<file path="src/rtl/fu_wb_arbiter.sv">
// Writeback arbiter: one small result FIFO per functional unit, drained round-robin
// onto a single writeback port with valid/ready handshake and pipeline squash.
package fu_wb_pkg;
  typedef struct packed {
    logic [31:0] pc;
    logic [7:0]  id;
    logic [5:0]  prd;
    logic [31:0] rdval;
  } fu_output_t;
endpackage

module fu_wb_arbiter
  import fu_wb_pkg::*;
#(
  parameter int NFU   = 4,
  parameter int DEPTH = 2
) (
  input  logic                 clk,
  input  logic                 rstn,
  input  fu_output_t [NFU-1:0] fuoutput_i,
  input  logic [NFU-1:0]       fuoutput_i_valid,
  output logic [NFU-1:0]       fu_full_o,
  output fu_output_t           wb_o,
  output logic                 wb_o_valid,
  input  logic                 wb_o_ready,
  squash_if.slave              squash_io,
  output logic                 overflow_o
);
  localparam int PW  = (DEPTH > 1) ? $clog2(DEPTH) : 1;
  localparam int CW  = $clog2(DEPTH + 1);
  localparam int RW  = (NFU > 1) ? $clog2(NFU) : 1;
  localparam int RW1 = RW + 1;

  fu_output_t    mem_q   [NFU][DEPTH];
  fu_output_t    mem_d   [NFU][DEPTH];
  logic [PW-1:0] wptr_q  [NFU];
  logic [PW-1:0] wptr_d  [NFU];
  logic [PW-1:0] rptr_q  [NFU];
  logic [PW-1:0] rptr_d  [NFU];
  logic [CW-1:0] count_q [NFU];
  logic [CW-1:0] count_d [NFU];
  logic [RW-1:0] rr_ptr_q, rr_ptr_d;
  logic [RW-1:0] lock_grant_q, lock_grant_d;
  logic          lock_q, lock_d;
  logic          overflow_q, overflow_d;

  logic [NFU-1:0] nonempty;
  logic [NFU-1:0] full;
  logic [NFU-1:0] push;
  logic [RW-1:0]  rr_grant;
  logic [RW-1:0]  grant;
  logic           any_valid;
  logic           pop;
  logic           squash;

  function automatic logic [PW-1:0] ptr_inc(input logic [PW-1:0] p);
    return (DEPTH == 1) ? '0 : p + 1'b1;
  endfunction

  always_comb begin
    for (int k = 0; k < NFU; k++) begin
      nonempty[k] = (count_q[k] != '0);
      full[k]     = (count_q[k] == CW'(DEPTH));
    end
  end

  // First non-empty FIFO at or after rr_ptr, wrapping around the source list.
  always_comb begin
    logic [RW1-1:0] idx;
    logic           hit;
    idx      = '0;
    hit      = 1'b0;
    rr_grant = rr_ptr_q;
    for (int i = 0; i < NFU; i++) begin
      idx = {1'b0, rr_ptr_q} + RW1'(i);
      if (idx >= RW1'(NFU)) idx = idx - RW1'(NFU);
      if (!hit && nonempty[idx[RW-1:0]]) begin
        hit      = 1'b1;
        rr_grant = idx[RW-1:0];
      end
    end
  end

  // A stalled grant is latched so newly filled sources cannot steal the port mid-offer.
  assign grant     = lock_q ? lock_grant_q : rr_grant;
  assign any_valid = |nonempty;
  assign squash    = squash_io.valid;
  assign pop       = any_valid && wb_o_ready && !squash;

  assign wb_o_valid = rstn && any_valid;
  assign wb_o       = wb_o_valid ? mem_q[grant][rptr_q[grant]] : '0;
  assign fu_full_o  = rstn ? full : '0;
  assign overflow_o = rstn && overflow_q;

  always_comb begin
    logic pop_k;
    pop_k        = 1'b0;
    mem_d        = mem_q;
    wptr_d       = wptr_q;
    rptr_d       = rptr_q;
    count_d      = count_q;
    rr_ptr_d     = rr_ptr_q;
    overflow_d   = overflow_q;
    lock_d       = 1'b0;
    lock_grant_d = grant;
    push         = '0;
    if (squash) begin
      for (int k = 0; k < NFU; k++) begin
        wptr_d[k]  = '0;
        rptr_d[k]  = '0;
        count_d[k] = '0;
      end
    end else begin
      lock_d = any_valid && !wb_o_ready;
      if (pop) begin
        rptr_d[grant] = ptr_inc(rptr_q[grant]);
        rr_ptr_d      = (grant == RW'(NFU - 1)) ? '0 : grant + 1'b1;
      end
      for (int k = 0; k < NFU; k++) begin
        pop_k = pop && (grant == RW'(k));
        if (fuoutput_i_valid[k]) begin
          if (!full[k] || pop_k) begin
            push[k]              = 1'b1;
            mem_d[k][wptr_q[k]]  = fuoutput_i[k];
            wptr_d[k]            = ptr_inc(wptr_q[k]);
          end else begin
            overflow_d = 1'b1;
          end
        end
        count_d[k] = count_q[k] + CW'(push[k]) - CW'(pop_k);
      end
    end
  end

  always_ff @(posedge clk) begin
    if (!rstn) begin
      for (int k = 0; k < NFU; k++) begin
        wptr_q[k]  <= '0;
        rptr_q[k]  <= '0;
        count_q[k] <= '0;
      end
      rr_ptr_q     <= '0;
      lock_q       <= 1'b0;
      lock_grant_q <= '0;
      overflow_q   <= 1'b0;
    end else begin
      wptr_q       <= wptr_d;
      rptr_q       <= rptr_d;
      count_q      <= count_d;
      rr_ptr_q     <= rr_ptr_d;
      lock_q       <= lock_d;
      lock_grant_q <= lock_grant_d;
      overflow_q   <= overflow_d;
    end
  end

  // Payload storage needs no reset; occupancy alone decides what is visible.
  always_ff @(posedge clk) begin
    mem_q <= mem_d;
  end
endmodule
</file>
<file path="src/rtl/fu_wb_arbiter_if.sv">
// Pipeline squash request: the producer raises valid to flush downstream buffered state.
interface squash_if;
  logic valid;
  modport master (output valid);
  modport slave  (input  valid);
endinterface

</file>
<file path="src/flat_wrapper.sv">
// flat-port wrapper written by rule: the top's interface ports become plain ports
module fu_wb_arbiter_flat import fu_wb_pkg::*;
#(
  parameter int NFU   = 4,
  parameter int DEPTH = 2
)
  (clk, rstn, fuoutput_i, fuoutput_i_valid, fu_full_o, wb_o, wb_o_valid, wb_o_ready, overflow_o, squash_io_valid);
  squash_if squash_io_i ();
  input  logic clk;
  input  logic rstn;
  input  fu_output_t [NFU-1:0] fuoutput_i;
  input  logic [NFU-1:0] fuoutput_i_valid;
  output logic [NFU-1:0] fu_full_o;
  output fu_output_t wb_o;
  output logic wb_o_valid;
  input  logic wb_o_ready;
  output logic overflow_o;
  input wire logic [$bits(squash_io_i.valid)-1:0] squash_io_valid;
  assign squash_io_i.valid = squash_io_valid;
  fu_wb_arbiter #(.NFU(NFU), .DEPTH(DEPTH)) u_core (.clk(clk), .rstn(rstn), .fuoutput_i(fuoutput_i), .fuoutput_i_valid(fuoutput_i_valid), .fu_full_o(fu_full_o), .wb_o(wb_o), .wb_o_valid(wb_o_valid), .wb_o_ready(wb_o_ready), .squash_io(squash_io_i), .overflow_o(overflow_o));
endmodule
</file>
<file path="config.mk">
export PLATFORM = sky130hd
export DESIGN_NAME = fu_wb_arbiter_flat
export DESIGN_NICKNAME = d
export VERILOG_FILES = /design/src/rtl/fu_wb_arbiter.sv /design/src/rtl/fu_wb_arbiter_if.sv /design/src/flat_wrapper.sv
export SDC_FILE = /design/constraint.sdc
export NUM_CORES = 1
export LEC_CHECK = 0
export ABC_CLOCK_PERIOD_IN_PS = 24700
export CAP_MARGIN = 30
export CORE_MARGIN = 2
export CORE_UTILIZATION = 40
export CTS_BUF_LIST = sky130_fd_sc_hd__clkbuf_8 sky130_fd_sc_hd__clkbuf_16
export DETAILED_ROUTE_END_ITERATION = 7
export PLACE_DENSITY = 0.61
export SYNTH_ARGS = -nofsm -noshare
export SYNTH_HDL_FRONTEND = slang
export SYNTH_SLANG_ARGS = --single-unit
export TNS_END_PERCENT = 10
</file>
<file path="constraint.sdc">
create_clock -name clk -period 24.7 [get_ports clk]
set_clock_uncertainty 0.05 [all_clocks]
set_input_delay 2.47 -clock clk [delete_from_list [all_inputs] [get_ports clk]]
set_output_delay 2.47 -clock clk [all_outputs]
set_load 0.02 [all_outputs]
</file>
[Yosys cells after proc, flatten, opt, wreduce, memory -nomap -nowiden]
Index checks and enable logic that the tools add are counted.
Word-level totals
  flip-flop bits (word level): 646
  input bits: 320
  output and inout bits: 84
  logic and storage cells: 216
Cells by class
  add/subtract/negate cells: 21
  magnitude comparators: 19
  eq/ne operators: 7
  multiplexer cells: 67
  bitwise logic cells: 8
  reduce and logical (&&, ||, !) cells: 46
Operator list (count)
  $bwmux 156: 4
  $mux 78: 8
  $bmux 156 s2: 1
  $demux 78 s1: 4
  $mux 156: 2
  $mux 1: 30
  $mux 2: 10
  $logic_and 1x1->1: 17
  $eq 2x2->1 const B: 6
  $ge 3x3->1 const B: 4
  $lt 2x3->1 const B: 4
  $reduce_and 3->1: 4
  $bmux 1 s2: 5
  $ge 2x2->1 const B: 5
  $not 1->2: 5
  $reduce_and 2->1: 5
  $logic_not 1->1: 9
  $add 2x1->2: 4
  $lt 2x1->1 const B: 4
  $reduce_bool 2->1: 4
  $sub 2x1->2: 4
  $sub 2x1->2 const B: 4
  $add 2x2->3 const B: 2
  $add 1x1->1 const B: 5
  other kinds (14): 18

[Logic depth before layout (Yosys ltp)]
Gate-level depths: netlist (run 1).
  word-level depth: 26
  mapped depth: 15
  mapped depth without buffers: 13

[Worst setup path after synthesis (run 1)]
Ideal clock, no wire load.
  kind: input -> register
  from: input port squash_io_valid
  to: register u_core.mem_q[156] in the netlist's numbering, enable pin
  setup time: 0.626 ns
  arrival time: 9.115 ns
  required time: 24.024 ns
  path slack: 14.909 ns
  stages on the path: 5
  buffers on the path: 1
  path through: a211oi_1 > clkbuf_1 > and2_1 > o21ai_0 > nor3b_1
On the way
  cells in the longest elaborated chain, start to end: 5
  elaborated cells on any way between the ends: 6
  classes of those cells: bitwise: 1; reduce/logical: 5
Ends and longest elaborated chain
  start, declared: line flat_wrapper.sv:18  | input wire logic [$bits(squash_io_i.valid)-1:0] squash_io_valid;
  $logic_not 1->1: line fu_wb_arbiter.sv:88  | assign pop = any_valid && wb_o_ready && !squash;
  $logic_and 1x1->1: line fu_wb_arbiter.sv:88
  $logic_and 1x1->1: line fu_wb_arbiter.sv:120  | pop_k = pop && (grant == RW'(k));
  $logic_or 1x1->1: line fu_wb_arbiter.sv:122  | if (!full[k] || pop_k) begin
  $reduce_and 3->1 (no line) *
  end signal, assigned: line fu_wb_arbiter.sv:159  | mem_q <= mem_d;
  end, declared: line fu_wb_arbiter.sv:34  | fu_output_t mem_q [NFU][DEPTH];
Mark *: on every way between the ends. The rest lies on a longest branch, timed or not.
A chain may end at the register's enable or synchronous reset.

==> impl_results.md, run 1 <==
* Result of the run: completed
* GRT overflow at 0
* Transition time at the pin with the least slew margin at 1.078 ns
* Clock edge transition at the registers on the reported setup and hold paths at approximately 0.060 ns
* Final hold slack at around 0.41 ns
* Setup TNS at 0 ns
* Power, Total at 3.138 mW
* Die extent in x at approximately 270 µm
* Slew HR at between 20 and 30%
* Type of element launching the critical path: flip-flop
* Total die area at about 71,000 µm²
* Area share of the largest cell type after synthesis at between 60 and 70%
* Fraction of layout instances using a drive strength above 1 at under 10%
* Antenna violations before repair at 34
* Synthesized instance count at between 2,000 and 2,500
* Final-report max-slew violation count at 0
* Global-route wire length before repair at 131,300 µm
* Post-Syn Area per Cell at 13.68 µm²
* Power spent charging and discharging nets at between 1 and 1.5 mW
* Initial standard-cell utilization of the core at 40.31%
* Most common flop cell mapped by yosys: edfxtp_1
* Proportion of power drawn by combinational gates at 27.4%
* Remaining antenna violation count after routing at 0
* Min Tclk post-route at between 8 and 9 ns
* Number of cell instances on the worst register-to-register path at 15
* Nets at about 2,700
* Endpoint type of the worst setup path: output port
* Achievable Freq at about 120 MHz
* Beginning of the critical path: u_core.count_q[3]$_SDFF_PP0_
* Post-CTS setup-driven buffer insertion count at 0
* Worst setup path category: reg2out
* Number of DRC markers after the initial detailed-route iteration at 2,324
* Final hold violation count at 0
* Non-filler instance count after layout at ~3,300
* Core Footprint at approximately 68,000 µm²
* Vertical extent of the die at around 270 µm
* Synthesis-stage register bit count at approximately 650
* IR Drop Worst-Case VDD at 0.00006794 V
* Htree depth at 3
* Part of the power in the clock network at about a third
* Dominant cells by area after synthesis: edfxtp_1, nand4_1, o21ai_0
* DP Cell Count at 3,126
* Number of warnings printed during yosys synthesis at 0
* Per-cell routed wire length at around 28 µm
* Cell-internal power at about 2.1 mW
* Count of cells resized by post-cts repair at 0
* Synth area leader: edfxtp_1
* RSZ-0062 raised after global routing: false
* Maximum clock insertion buffer count at 3
* Endpoint of the most critical setup path: wb_o[1]
* Sequential Power Share at between 40% and 50%
* Max-cap violations at 0
* Drt pass-1 iters at 6
* Cell Area, Synth at 27,600 µm²
* Worst-path fanout max at between 50 and 60
* Non-Filler Cell Area, Final at 34,590 µm²
* Capture instance of the worst register-to-register path: u_core.mem_q[13]$_DFFE_PP_
* Master cell of the clock root buffer: clkbuf_16
* Unique masters post-synth at 53
* Boundary Pins at 404
* Clk sink count at between 600 and 700
* Maximum number of pins on one net before global-route repair at 236
* Worst Path Arrival at around 5.9 ns
* Via count of the routed design at between 20,000 and 25,000
* Power per cell area at roughly 91 nW/µm²
* Routability cong. at slightly above 0.8
* Count of hold-fix buffers inserted at cts at 0
* EDFF count, synth at about 620
* DP Area at roughly 32,000 µm²
* HPWL Detailed at roughly 54,000 µm
* FF-to-FF Start: u_core.count_q[3]$_SDFF_PP0_
* Number of placement rows at 96
* Register-to-register path setup slack at 18.46 ns
* Most frequent cells after synthesis: edfxtp_1, o21ai_0, nand3_1
* Total Routing Usage GR at 24.96%
* Share of synthesized flip-flops with an asynchronous set or reset at 0%
* Post-Synthesis Net Count at between 2,000 and 2,500
* Sequential fraction of the synthesis area at about 69%
* Number of port buffers at just over 400
* Leakage at ~11 nW
* Dominant cell by count in the synthesized netlist: edfxtp_1
* Layout Area Growth over Synthesis at 25.32%
* Routed wire length at roughly 91,000 µm
* Vias/cell at approximately 6
* Via count of the first global-routing pass at ~20,000
* Filler Cell Count at between 5,000 and 6,000
* Post-route DRC violation count at 0
* Worst hold-check path type: reg2reg
* Fraction of power spent switching nets at between 30% and 40%
* TritonCTS clock tree: yes
* Data required time of the critical path at around 22 ns
* Final Setup Violations at 0
* Final clock period utilization by the worst path at 33.87%
* Clk Latency, worst-skew pair at between 0.6 and 0.7 ns
* Inserted Clock Buffers at approximately 70
-- worst min-delay path by stage --
| stage | startpoint | cells past startpoint | slack [ns] | to |
|---|---|---|---|---|
| finish | u_core.overflow_q$_SDFFE_PN0N_ | 1 | 0.41 | u_core.overflow_q$_SDFFE_PN0N_ |
| global route | u_core.overflow_q$_SDFFE_PN0N_ | 1 | 0.44 | u_core.overflow_q$_SDFFE_PN0N_ |
| CTS | u_core.overflow_q$_SDFFE_PN0N_ | 1 | 0.41 | u_core.overflow_q$_SDFFE_PN0N_ |
| detailed placement | u_core.overflow_q$_SDFFE_PN0N_ | 1 | 0.39 | u_core.overflow_q$_SDFFE_PN0N_ |
| global placement | u_core.overflow_q$_SDFFE_PN0N_ | 1 | 0.39 | u_core.overflow_q$_SDFFE_PN0N_ |
| floorplan | u_core.overflow_q$_SDFFE_PN0N_ | 1 | 0.38 | u_core.overflow_q$_SDFFE_PN0N_ |
-- area by class of cell --
type / instances / area, µm² / area share, %
Sequential cell: 646 / 19180 / 55.45
Multi-Input combinational cell: 1136 / 7483 / 21.64
Timing Repair Buffer: 448 / 4457 / 12.88
Clock buffer: 74 / 1841 / 5.321
Tap cell: 882 / 1104 / 3.190
Clock inverter: 57 / 402.9 / 1.165
Inverter: 17 / 66.31 / 0.1917
Antenna cell: 23 / 57.56 / 0.1664
-- power by group through the flow --
stage | sequential (mW) | combinational [mW] | clock [mW]
after floorplan | 1.28 | 0.533 | 0
after global placement | 1.28 | 0.834 | 0
after detailed placement | 1.28 | 0.849 | 0
after CTS | 1.26 | 0.852 | 1.04
after global routing | 1.26 | 0.922 | 1.08
final | 1.26 | 0.860 | 1.02
-- routing by layer --
metal,wire (µm),share of wire (%),global-route usage [%],vias to the layer above
li1,-,-,-,8768
met1,34980,38,31.58,10015
met2,44710,49,41.29,1038
met3,8491,9.3,6.587,190
met4,2612,2.9,9.019,24
met5,138,0.15,0,-
-- cells by family after synthesis --
group	after synthesis	synth area share [%]
XOR/XNOR	12	0.3808
AO/OA/AOI/OAI	501	11.62
flip-flops	646	69.48
buffers and inverters	236	3.912
adder cells (fa/ha/maj)	12	0.5440
multiplexers	80	3.259
AND/OR/NAND/NOR	531	10.80
-- registers in the layout, summed over array words and instances, names as in the netlist --
signal and flops:
u_core.mem_q 624, u_core.rptr_q 4, u_core.count_q 8, u_core.wptr_q 4, u_core.rr_ptr_q 2, u_core.lock_grant_q 2
u_core.lock_q 1, u_core.overflow_q 1
-- placed cells by master, fill, tap and decap left out, types with 6 or more instances in the layout --
master	n
edfxtp_1	624
clkdlybuf4s50_1	403
o21ai_0	237
nand3_1	235
nand4_1	234
o211ai_1	78
a21oi_1	74
clkbuf_16	73
mux2_1	69
o221ai_1	68
buf_4	39
inv_1	28
diode_2	23
clkinv_1	23
dfxtp_1	22
nor2_1	16
ha_1	12
and2_1	10
mux2_2	10
o221ai_2	10
a21oi_2	10
clkinv_2	9
xor2_1	8
and3_1	6
-- critical path, cell delays in order, from the launching register on --
cell	delay, ns
dfxtp_1	0.39
o21bai_1	0.37
o311ai_1	0.29
a211oi_4	0.26
buf_4	0.41
buf_4	0.70
o211a_4	0.58
buf_4	0.69
o221ai_1	0.23
a21oi_1	0.36
clkdlybuf4s50_1	0.68
-- stage by stage --
stage	util, %	setup slack, ns
floorplan	-	14.91
global placement	47.00	16.98
detailed placement	47.06	16.97
CTS	50.34	16.40
global route	50.50	16.20
finish	50.52	16.33
Note: power is estimated with default switching activity, not from simulation.
==> run 2, diff against run 1 <==
--- a/config.mk
+++ b/config.mk
@@ -5,7 +5,7 @@
 export SDC_FILE = /design/constraint.sdc
 export NUM_CORES = 1
 export LEC_CHECK = 0
-export ABC_CLOCK_PERIOD_IN_PS = 24700
+export ABC_CLOCK_PERIOD_IN_PS = 7800
 export CAP_MARGIN = 30
 export CORE_MARGIN = 2
 export CORE_UTILIZATION = 40
==> constraint.sdc (replaced) <==
create_clock -name clk -period 7.8 [get_ports clk]
set_clock_uncertainty 0.05 [all_clocks]
set_input_delay 0.78 -clock clk [delete_from_list [all_inputs] [get_ports clk]]
set_output_delay 0.78 -clock clk [all_outputs]
set_load 0.02 [all_outputs]
==> run 2 against run 1 <==
Via count is 0.92% higher; hold slack hardly changed; cell count down 0.12%; count of clock-buffer cells in the layout is the same; first-iteration DRC count grew 15%; critical endpoint is now wb_o[27]; setup slack got worse by 15 ns; sequential power grew to 3.2 times the previous value.
==> impl_results.md, run 2 (synthesis gave the netlist of run 1 again) <==
* Result of the run: completed
* Worst setup path category: reg2out
* Achievable Freq at ~160 MHz
* Clock edge transition at the registers on the reported setup and hold paths at 0.06 ns (about the same)
* Data required time of the critical path at 6.97 ns (-15.21 ns)
* Via count of the routed design at 20,220 (+0.92%)
* HPWL Detailed at 54,680 µm (+1.4%)
* Via count of the first global-routing pass at 19,804 (-0.97%)
* Total die area at 71,120 µm² (unchanged)
* Slowest Stage Delay on Critical Path at 0.98 ns (+0.28 ns)
* RSZ-0062 raised after global routing: false
* Maximum number of pins on one net before global-route repair at 235 (-0.42%)
* GRT overflow at 0 (unchanged)
* Count of cells resized by post-cts repair at 0 (unchanged)
* Cells along the critical path: nor2_1 -> o311ai_1 -> a211o_4 -> and4_4 -> buf_4 -> o221ai_1 -> a21oi_1 -> clkdlybuf4s50_1
* Clk sink count at 646 (unchanged)
* Number of port buffers at 403 (unchanged)
* Final hold slack at 0.4064 ns (+0.00007800 ns)
* Drt pass-1 iters at 6 (unchanged)
* Final clock period utilization by the worst path at between 70% and 80%
* Remaining antenna violation count after routing at 0 (unchanged)
* Transition time at the pin with the least slew margin at 1.072 ns (-0.005632 ns)
* Min Tclk post-route at about 6.2 ns
* Leakage at 11.04 nW (about the same)
* Worst-path fanout max at 71 (+39%)
* Global-route wire length before repair at 130,800 µm (-0.36%)
* IR Drop Worst-Case VDD at 0.0001897 V (+180%)
* Largest regs: u_core.mem_q (624), u_core.count_q (8)
* Total Routing Usage GR at 24.97% (about the same)
* Worst Path Arrival at 5.39 ns (-0.46 ns)
* Final-report max-slew violation count at 0 (unchanged)
* Max-cap violations at 0 (unchanged)
* Post-CTS setup-driven buffer insertion count at 0 (unchanged)
* Top reg by flops: u_core.mem_q
* Worst hold-check path type: reg2reg
* Top library cells by usage in the layout, fill and taps aside: edfxtp_1, clkdlybuf4s50_1, o21ai_0
* Per-cell routed wire length at 27.85 µm (+0.54%)
* Routed wire length at 91,320 µm (+0.42%)
* Core Footprint at 68,470 µm² (unchanged)
* Htree depth at 3 (unchanged)
* Vertical extent of the die at 266.7 µm (unchanged)
* Boundary Pins at 404 (unchanged)
* Vias/cell at 6.167 (+1.0%)
* Endpoint type of the worst setup path: output port
* Post-route DRC violation count at 0 (unchanged)
* Layout Area Growth over Synthesis at 25.47%
* Worst path slowest cell: and4_4
* Setup TNS at 0 ns (unchanged)
* Number of placement rows at 96 (unchanged)
* Final hold violation count at 0 (unchanged)
* Master cell of the clock root buffer: clkbuf_16
* Antenna violations before repair at 37 (+8.8%)
* Maximum clock insertion buffer count at 3 (unchanged)
* Most common library cell in the layout ignoring fill and taps: edfxtp_1
* Routability cong. at 0.8115 (-2.2%)
* Initial standard-cell utilization of the core at 40.31% (unchanged)
* Count of hold-fix buffers inserted at cts at 0 (unchanged)
* Clk Latency, worst-skew pair at 0.62 ns (about the same)
* Die extent in x at 266.7 µm (unchanged)
* Nets at 2,649 (-0.15%)
* Inserted Clock Buffers at 73 (+1.4%)
* Final Setup Violations at 0 (unchanged)
* TritonCTS clock tree: yes
* Number of DRC markers after the initial detailed-route iteration at 2,683 (+15%)
* Largest register FFs at 624 (unchanged)
* Power, Total at 10.01 mW (+220%)
* Fraction of layout instances using a drive strength above 1 at 8.344% (+0.060 points)
* Power per cell area at 288.9 nW/µm² (+220%)
* Type of element launching the critical path: flip-flop
* Slew HR at 28.51% (+0.38 points)
==> run 2: critical path: cells and delay by family (launching register included) <==
| kind | cells | cell delay (ns) |
|---|---|---|
| flip-flops | 1 | 0.54 |
| AO/OA/AOI/OAI | 4 | 1.84 |
| AND/OR/NAND/NOR | 2 | 1.08 |
| buffers and inverters | 2 | 1.26 |
==> run 2: power breakdown <==
part / switching [mW] / internal [mW] / total (mW)
clock network: 1.39 / 1.90 / 3.29
logic: 1.83 / 0.914 / 2.74
registers: 0.0360 / 3.94 / 3.98
==> run 2: final timing paths <==
path / start / endpoint / slack, ns / cells after the start
max reg2reg: u_core.lock_q$_SDFF_PP0_ / u_core.mem_q[233]$_DFFE_PP_ / 2.43 / 11
min reg2reg: u_core.overflow_q$_SDFFE_PN0N_ / u_core.overflow_q$_SDFFE_PN0N_ / 0.41 / 1
min: u_core.overflow_q$_SDFFE_PN0N_ / u_core.overflow_q$_SDFFE_PN0N_ / 0.41 / 1
max: u_core.count_q[7]$_SDFF_PP0_ / wb_o[27] / 1.58 / 8
==> run 2: layout make-up <==
type,instances,area [µm²]
fillers,5822,33830
inverters,17,66.31
repair buffers,443,4444
clock inverters,57,437.9
diodes,24,60.06
clock buffers,74,1852
multi-input cells,1136,7490
well taps,882,1104
flip-flops and latches,646,19180
==> run 2: per-layer routing <==
layer	GRT usage, %	wire (µm)	vias up
met1	32.00	35320	10067
met4	9.444	2646	32
li1	-	-	8763
met2	41.01	44340	1164
met3	6.144	8795	194
met5	0	213	-
==> run 2: stage by stage <==
stage	utilization [%]	cell area, µm²	setup WS (ns)	cells
floorplan	-	27610	-0.8693	2018
global placement	47.03	32200	2.138	3121
detailed placement	47.11	32250	2.363	3123
CTS	50.46	34540	1.686	3254
global route	50.56	34610	1.412	3272
finish	50.58	34630	1.580	3279
